## config.mk

```make
export PLATFORM = sky130hd
export DESIGN_NAME = uart_rx_fifo
export DESIGN_NICKNAME = d
export VERILOG_FILES = /design/src/rtl/uart_pkg.sv /design/src/rtl/fifo_regfile.sv /design/src/rtl/uart_rx_fifo.sv
export SDC_FILE = /design/constraint.sdc
export NUM_CORES = 1
export LEC_CHECK = 0
export CAP_MARGIN = 20
export CORE_AREA = 2 2 115 89
export CTS_BUF_LIST = sky130_fd_sc_hd__clkbuf_8
export DETAILED_ROUTE_END_ITERATION = 8
export DIE_AREA = 0 0 117 91
export PLACE_DENSITY = 0.89
export SETUP_SLACK_MARGIN = 0.02
export SLEW_MARGIN = 20
export SYNTH_ARGS = -nofsm -noshare
export SYNTH_HDL_FRONTEND = slang
export SYNTH_SLANG_ARGS = --single-unit
```

## constraint.sdc

```tcl
create_clock -name clk -period 3.95 [get_ports clk]
set_input_delay 0.79 -clock clk [delete_from_list [all_inputs] [get_ports clk]]
set_output_delay 0.79 -clock clk [all_outputs]
set_load 0.01 [all_outputs]
```

## src/rtl/uart_pkg.sv

```systemverilog
// Shared UART build constants used by the receiver, tick generator and rx FIFO.
package uart_pkg;
    localparam int UART_DATA_WIDTH    = 8;
    localparam int UART_RX_FIFO_DEPTH = 16;
endpackage

```

## src/rtl/fifo_regfile.sv

```systemverilog
// FIFO storage: synchronous write with enable, asynchronous read, no reset on contents.
module fifo_regfile #(
    parameter int DATA_WIDTH = 8,
    parameter int DEPTH      = 16,
    parameter int ADDR_WIDTH = $clog2(DEPTH)
) (
    input  logic                  clk,
    input  logic                  wr_en,
    input  logic [ADDR_WIDTH-1:0] wr_addr,
    input  logic [DATA_WIDTH-1:0] wr_data,
    input  logic [ADDR_WIDTH-1:0] rd_addr,
    output logic [DATA_WIDTH-1:0] rd_data
);
    logic [DATA_WIDTH-1:0] mem [DEPTH];

    always_ff @(posedge clk) begin
        if (wr_en) begin
            mem[wr_addr] <= wr_data;
        end
    end

    assign rd_data = mem[rd_addr];
endmodule

```

## src/rtl/uart_rx_fifo.sv

```systemverilog
// Receive byte buffer: one push per rising edge of rx_done, first-word-fall-through read,
// full/empty/count from wrap-bit pointers and a sticky overflow flag.
module uart_rx_fifo
    import uart_pkg::*;
#(
    parameter int DATA_WIDTH = UART_DATA_WIDTH,
    parameter int DEPTH      = UART_RX_FIFO_DEPTH
) (
    input  logic                       clk,
    input  logic                       rst,
    input  logic [DATA_WIDTH-1:0]      rx_data,
    input  logic                       rx_done,
    input  logic                       rd_en,
    input  logic                       ovf_clr,
    output logic [DATA_WIDTH-1:0]      rd_data,
    output logic                       empty,
    output logic                       full,
    output logic [$clog2(DEPTH):0]     count,
    output logic                       overflow
);
    localparam int ADDR_WIDTH = $clog2(DEPTH);

    logic                  rx_done_d;
    logic [ADDR_WIDTH:0]   wr_ptr;
    logic [ADDR_WIDTH:0]   rd_ptr;
    logic                  push_req;
    logic                  do_push;
    logic                  do_pop;
    logic                  ovf_set;
    logic [DATA_WIDTH-1:0] head_data;

    assign push_req = rx_done & ~rx_done_d;

    assign empty = (wr_ptr == rd_ptr);
    assign full  = (wr_ptr[ADDR_WIDTH-1:0] == rd_ptr[ADDR_WIDTH-1:0]) &&
                   (wr_ptr[ADDR_WIDTH] != rd_ptr[ADDR_WIDTH]);
    assign count = wr_ptr - rd_ptr;

    // A pop in the same cycle frees the slot, so a push at full still goes through.
    assign do_pop  = rd_en & ~empty;
    assign do_push = push_req & (~full | do_pop);
    assign ovf_set = push_req & full & ~do_pop;

    always_ff @(posedge clk or posedge rst) begin
        if (rst) begin
            rx_done_d <= 1'b1;
            wr_ptr    <= '0;
            rd_ptr    <= '0;
            overflow  <= 1'b0;
        end else begin
            rx_done_d <= rx_done;
            if (do_push) begin
                wr_ptr <= wr_ptr + 1'b1;
            end
            if (do_pop) begin
                rd_ptr <= rd_ptr + 1'b1;
            end
            if (ovf_set) begin
                overflow <= 1'b1;
            end else if (ovf_clr) begin
                overflow <= 1'b0;
            end
        end
    end

    fifo_regfile #(
        .DATA_WIDTH (DATA_WIDTH),
        .DEPTH      (DEPTH),
        .ADDR_WIDTH (ADDR_WIDTH)
    ) u_regfile (
        .clk     (clk),
        .wr_en   (do_push),
        .wr_addr (wr_ptr[ADDR_WIDTH-1:0]),
        .wr_data (rx_data),
        .rd_addr (rd_ptr[ADDR_WIDTH-1:0]),
        .rd_data (head_data)
    );

    assign rd_data = empty ? '0 : head_data;
endmodule

```

==> summary.txt, run 1 <==
=========================================================================================
Result of the run                                                            finished clean
Port bufs                                                                              28
Total stage count of the critical path                                                  7
Clock buffer depth                                                                      2
Estimated wirelength of the detail-placed design                                  6790 um
Clock-pin slew of the registers on the worst-case setup and hold paths            0.08 ns
Flop-to-flop setup slack                                                          0.83 ns
Largest clock skew in the final design                                          0.0102 ns
First drt pass iteration count                                                          4
RSZ-0062 raised after global routing                                                false
Final critical-path share of the clock period                                       0.938
Synthesized netlist cell count                                                        298
Switching Power                                                                   1540 uW
Worst hold path class                                                        flop to flop
Initial detailed-routing violation count                                              296
Hold Path Cell Cnt                                                                      1
Critical path endpoint category                                              primary output
Logic depth of the worst register-to-register path                                      6
Required time worst endpoint                                                      3.16 ns
GRT overflow                                                                            0
Cell area reported after detailed placement                                    6220 sq um
Layout-stage area growth over the synthesis result                                  14.4%
Number of global-route vias before repair                                           3,008
Routed wire length                                                              10,800 um
Number of buffers inserted during clock tree synthesis                                 17
Kind of critical path                                                        flop to primary output
Net Sw Frac                                                                         0.321
Final estimated routing congestion in global placement                              0.842
Initial antenna violation count                                                         0
Critical Path, Cell by Cell                                                  inv_2 -> ha_1 -> and4_1 -> nand2_1 -> o21ai_1 -> a21oi_1 -> clkdlybuf4s50_1
H-tree Lvls                                                                             4
Max-cap violations                                                                      0
Finished Cell Area                                                             6610 sq um
Maximum clock frequency                                                           270 MHz
Static Leak                                                                    0.00226 uW
Buf/Inv on CP                                                                           2
Rel. slew slack                                                                     0.363
Worst IR Drop VDD                                                                0.433 mV
Wire length of the first global-routing pass                                    17,000 um
Actual slew at the worst max-slew pin                                            0.952 ns
Setup bufs post-CTS                                                                     0
Clock network power share                                                           0.235
Total Routing Usage GR                                                              0.231
Proportion of layout cells with a drive suffix above 1                              0.223
Root buffer selected by CTS                                                  sky130_fd_sc_hd__clkbuf_8
Clock tree from TritonCTS                                                           built
Die Y-Extent                                                                        91 um
Startpoint kind of the worst setup timing path                                       flop
Shortest clock period the worst path allows after layout                          3.70 ns
Synthesized net count                                                                 321
Die Span X                                                                         117 um
Setup Viol. Count Final                                                                 0
Routed Antenna Nets                                                                     0
Crit path max-delay cell type                                                sky130_fd_sc_hd__clkdlybuf4s50_1
Proportion of register bits with asynchronous set or reset after synthesis         0.0857
Via-per-instance ratio                                                               5.87
Wire length per cell after detailed routing                                       22.0 um
Share of power burned in registers                                                  0.381
Worst skew pair latency                                                           0.44 ns
EDFF count, synth                                                                     128
Number of warnings reported in the yosys synthesis log                                  0
Combinational share of power                                                        0.383
Pin count of the biggest net entering global routing                                   28
Final Max Tran Viols                                                                    0
Cell Pwr Density                                                              727 nW/um^2
Number of synthesized register bits                                                   140
Internal power of the cells                                                       3260 uW
Cell area after synthesis                                                      5780 sq um
Count of final hold-check violations                                                    0
Number of instances resized during post-cts repair                                      0
Die Area                                                                     10,600 sq um
Via Count                                                                           2,878
CTS Hold Bufs                                                                           0
Crit Path Max Fanout                                                                   10
Layout net count                                                                      368
Core Footprint                                                                 9500 sq um
Total DRC errors in the routed layout                                                   0
Proportion of synthesized chip area in sequential cells                             0.717
Standard-cell rows                                                                     31
TNS Setup                                                                            0 ns
Top-level I/O count                                                                    29
Fill cell instance count of the final layout                                          583
Initial core utilization                                                            0.608
Worst Path Arrival                                                                2.91 ns
Maximum cell stage delay along the critical path                                  0.58 ns
CTS sink cnt                                                                          140
Count of distinct cell types in the synthesized netlist                                35
Average cell area after synthesis                                              19.4 sq um
Cell family contributing the most delay on the critical path                 buffers and inverters
Top FF cell, synth                                                           sky130_fd_sc_hd__edfxtp_1
Antenna diode count                                                                     0
=========================================================================================
## power by group through the flow
stage               registers [uW]  clock network [uW]  logic, uW
floorplan                     1820                   0       1270
global placement              1850                   0       1800
detailed placement            1860                   0       1840
CTS                           1830                1150       1860
global route                  1840                1230       2000
finish                        1830                1130       1840
## flip-flops by register name, summed over array words and instances, names as in the netlist
register       count
u_regfile.mem    128
rd_ptr             5
rx_done_d          1
overflow           1
wr_ptr             5
## stage by stage
stage / power, uW / utilization / setup WS, ns / hold slack [ns] / instances
global placement: 3650 / 0.654 / 0.744 / 0.515 / 458
floorplan: 3090 / - / 0.862 / 0.498 / 298
CTS: 4850 / 0.696 / 0.244 / 0.538 / 490
global route: 5070 / 0.696 / 0.113 / 0.549 / 490
finish: 4810 / 0.696 / 0.246 / 0.541 / 490
detailed placement: 3700 / 0.654 / 0.717 / 0.528 / 458
## cell type report
| class | count | area, sq um | area share |
|---|---|---|---|
| clock buffer | 17 | 234 | 0.0354 |
| clock inverter | 15 | 161 | 0.0244 |
| inverter | 12 | 45.0 | 0.00681 |
| multi-input combinational | 133 | 1480 | 0.224 |
| sequential | 140 | 4150 | 0.627 |
| tap | 132 | 165 | 0.0250 |
| timing repair buffer | 41 | 378 | 0.0571 |
## placed cells by master, fill, tap and decap left out, drive strengths merged, types with 6 or more instances in the layout
master / instances
o21ai: 9
ha: 9
buf: 13
nor2: 13
mux2: 8
mux4: 31
dfrtp: 11
clkdlybuf4s50: 28
clkinv: 6
nand2: 9
clkbuf: 17
inv: 17
a21oi: 10
mux2i: 11
xnor2: 9
edfxtp: 128
## cells in the mapped netlist (all sizes together) (8+ instances only)
library cell / n / area [sq um]
mux4: 31 / 728
mux2i: 11 / 110
buf: 11 / 97.6
nand2: 9 / 33.8
nor2: 13 / 48.8
edfxtp: 128 / 3840
xnor2: 9 / 78.8
a21oi: 10 / 50.1
o21ai: 9 / 48.8
inv: 12 / 45.1
mux2: 8 / 90.1
ha: 9 / 113
dfrtp: 11 / 275
## kinds of logic (layout without fill, tap and decap cells)
logic type | count (synthesis) | in the layout | synth area share
XOR/XNOR | 13 | 13 | 0.0197
AO/OA/AOI/OAI | 25 | 25 | 0.0258
adder cells (fa/ha/maj) | 10 | 10 | 0.0229
AND/OR/NAND/NOR | 35 | 35 | 0.0277
flip-flops | 140 | 140 | 0.717
multiplexers | 50 | 50 | 0.161
buffers and inverters | 25 | 85 | 0.0260
## path summary, 6_finish.rpt
path | endpoint | startpoint
setup / recovery | rd_data[4] | rd_ptr[3]
hold reg to reg | wr_ptr[4] | wr_ptr[4]
setup reg to reg | u_regfile.mem[5][3] | rd_ptr[3]
max in group asynchronous | rx_done_d | rst
hold / removal | wr_ptr[4] | wr_ptr[4]
min in group asynchronous | overflow | rst
## metal layers
metal  global-route usage  vias to the layer above  wire length (um)
met3               0.0714                       18               767
met5                    0                        -                 0
li1                     -                     1284                 -
met4               0.0882                        0               168
met1                0.321                     1458              4410
met2                0.349                      118              5450
(Power assumes the default switching activity.)
==> run 2: changes to the inputs <==
- CORE_AREA: 2 2 115 89 -> 2 2 119 86
- DIE_AREA: 0 0 117 91 -> 0 0 121 88
==> run 2 against run 1 <==
Compared with the run above: sequential share of layout area decreased by 0.99 points; fmax about the same; power increased by 4.8%; combinational power increased by 2%; design area increased by 1.6%; largest power group unchanged; first-iteration DRC count decreased by 5.4%; critical path type unchanged; largest cell class unchanged; sequential power about the same; flip-flop and latch count unchanged; critical path depth decreased by 1; die area about the same.
==> summary.txt, run 2 (synthesis gave the netlist of run 1 again) <==
=====================================================================================
Layout-stage area growth over the synthesis result                              16.3%
Standard-cell rows                                                                 30
Final Max Tran Viols                                                                0
Die Span X                                                                     121 um
Register with the highest flop count                                     u_regfile.mem
Root buffer selected by CTS                                              sky130_fd_sc_hd__clkbuf_8
Final estimated routing congestion in global placement                          0.855
First drt pass iteration count                                                      5
Result of the run                                                        finished clean
Max-cap violations                                                                  0
Required time worst endpoint                                                  3.16 ns
Initial core utilization                                                        0.609
Final hold slack                                                             0.533 ns
Setup bufs post-CTS                                                                 0
Total DRC errors in the routed layout                                               0
TNS Setup                                                                        0 ns
Initial detailed-routing violation count                                          280
Critical path endpoint category                                          primary output
Routed Antenna Nets                                                                 0
Startpoint kind of the worst setup timing path                                   flop
Die Area                                                                 10,600 sq um
Static Leak                                                                0.00232 uW
Maximum clock frequency                                                       270 MHz
Total Routing Usage GR                                                          0.232
Number of instances resized during post-cts repair                                  0
Largest clock skew in the final design                                     0.00750 ns
Top-level I/O count                                                                29
Via-per-instance ratio                                                           6.03
Pin count of the biggest net entering global routing                               35
RSZ-0062 raised after global routing                                            false
CTS sink cnt                                                                      140
Number of global-route vias before repair                                       3,038
Most frequent cells in the layout                                        128 x sky130_fd_sc_hd__edfxtp_1, 28 x sky130_fd_sc_hd__clkdlybuf4s50_1, 23 x sky130_fd_sc_hd__mux4_2
Clock tree from TritonCTS                                                       built
Count of final hold-check violations                                                0
Die Y-Extent                                                                    88 um
Max reg flops                                                                     128
Initial antenna violation count                                                     0
Via Count                                                                       2,953
Wire length per cell after detailed routing                                   23.1 um
Worst hold path class                                                    flop to flop
Fill cell instance count of the final layout                                      553
Most common cell after layout, fill and taps aside                       sky130_fd_sc_hd__edfxtp_1
Antenna diode count                                                                 0
Clock buffer depth                                                                  2
CTS Hold Bufs                                                                       0
Number of buffers inserted during clock tree synthesis                             17
Routed wire length                                                          11,300 um
Layout net count                                                                  372
Core Footprint                                                             9500 sq um
H-tree Lvls                                                                         4
Wire length of the first global-routing pass                                17,300 um
Port bufs                                                                          28
Crit Path Max Fanout                                                               34
Actual slew at the worst max-slew pin                                        0.932 ns
Rel. slew slack                                                                 0.376
Estimated wirelength of the detail-placed design                              7280 um
Worst Path Arrival                                                            2.91 ns
Shortest clock period the worst path allows after layout                      3.70 ns
Setup Viol. Count Final                                                             0
Cell Pwr Density                                                          750 nW/um^2
Kind of critical path                                                    flop to primary output
Final critical-path share of the clock period                                   0.937
Top flop regs                                                            u_regfile.mem: 128 flops, rd_ptr: 5 flops, wr_ptr: 5 flops
Worst IR Drop VDD                                                            0.318 mV
Worst skew pair latency                                                       0.42 ns
Clock-pin slew of the registers on the worst-case setup and hold paths        0.07 ns
Proportion of layout cells with a drive suffix above 1                          0.232
GRT overflow                                                                        0
Util after Layout                                                               0.708
=====================================================================================
==> run 2: metrics by stage <==
step | std cells | power, uW | worst slack (ns) | cell area (sq um)
finish | 490 | 5040 | 0.248 | 6720
global route | 490 | 5260 | 0.0908 | 6720
CTS | 490 | 5070 | 0.222 | 6720
detailed placement | 458 | 3740 | 0.679 | 6240
global placement | 458 | 3690 | 0.735 | 6240
floorplan | 298 | 3090 | 0.862 | 5780
==> run 2: worst max-delay path: stages (launching register included) <==
cell	delay, ns
sky130_fd_sc_hd__dfrtp_1	0.37
sky130_fd_sc_hd__buf_4	0.48
sky130_fd_sc_hd__mux4_1	0.62
sky130_fd_sc_hd__mux2_2	0.29
sky130_fd_sc_hd__o21ai_1	0.13
sky130_fd_sc_hd__a21oi_1	0.08
sky130_fd_sc_hd__clkdlybuf4s50_1	0.50
==> run 2: routing by layer <==
layer | wire length, um | global-route usage
met1 | 5010 | 0.333
met2 | 5390 | 0.356
met3 | 721 | 0.0638
met4 | 185 | 0.0677
met5 | 0 | 0
==> run 2: path summary, 6_finish.rpt <==
| check | to | slack [ns] | cells past startpoint | from |
|---|---|---|---|---|
| min in group asynchronous | wr_ptr[2] | 0.69 | 2 | rst |
| min | wr_ptr[4] | 0.53 | 1 | wr_ptr[4] |
| max in group asynchronous | rx_done_d | 2.91 | 2 | rst |
| max | rd_data[1] | 0.25 | 6 | rd_ptr[1] |
| min reg2reg | wr_ptr[4] | 0.53 | 1 | wr_ptr[4] |
| max reg2reg | u_regfile.mem[9][1] | 0.91 | 6 | wr_ptr[0] |
==> run 2: layout make-up <==
| cell class | count | area (sq um) | share of cell area |
|---|---|---|---|
| clock buffers | 21 | 289 | 0.0430 |
| clock inverters | 11 | 188 | 0.0279 |
| inverters | 12 | 45.0 | 0.00670 |
| multi-input cells | 133 | 1480 | 0.221 |
| flip-flops and latches | 140 | 4150 | 0.617 |
| well taps | 128 | 160 | 0.0238 |
| repair buffers | 45 | 408 | 0.0607 |
==> run 2: report_power, final <==
part	internal [uW]	total, uW	leakage, uW	switching (uW)
Sequential	1740	1830	0.00130	86.7
Clock	816	1330	0.000235	513
Combinational	960	1880	0.000784	921
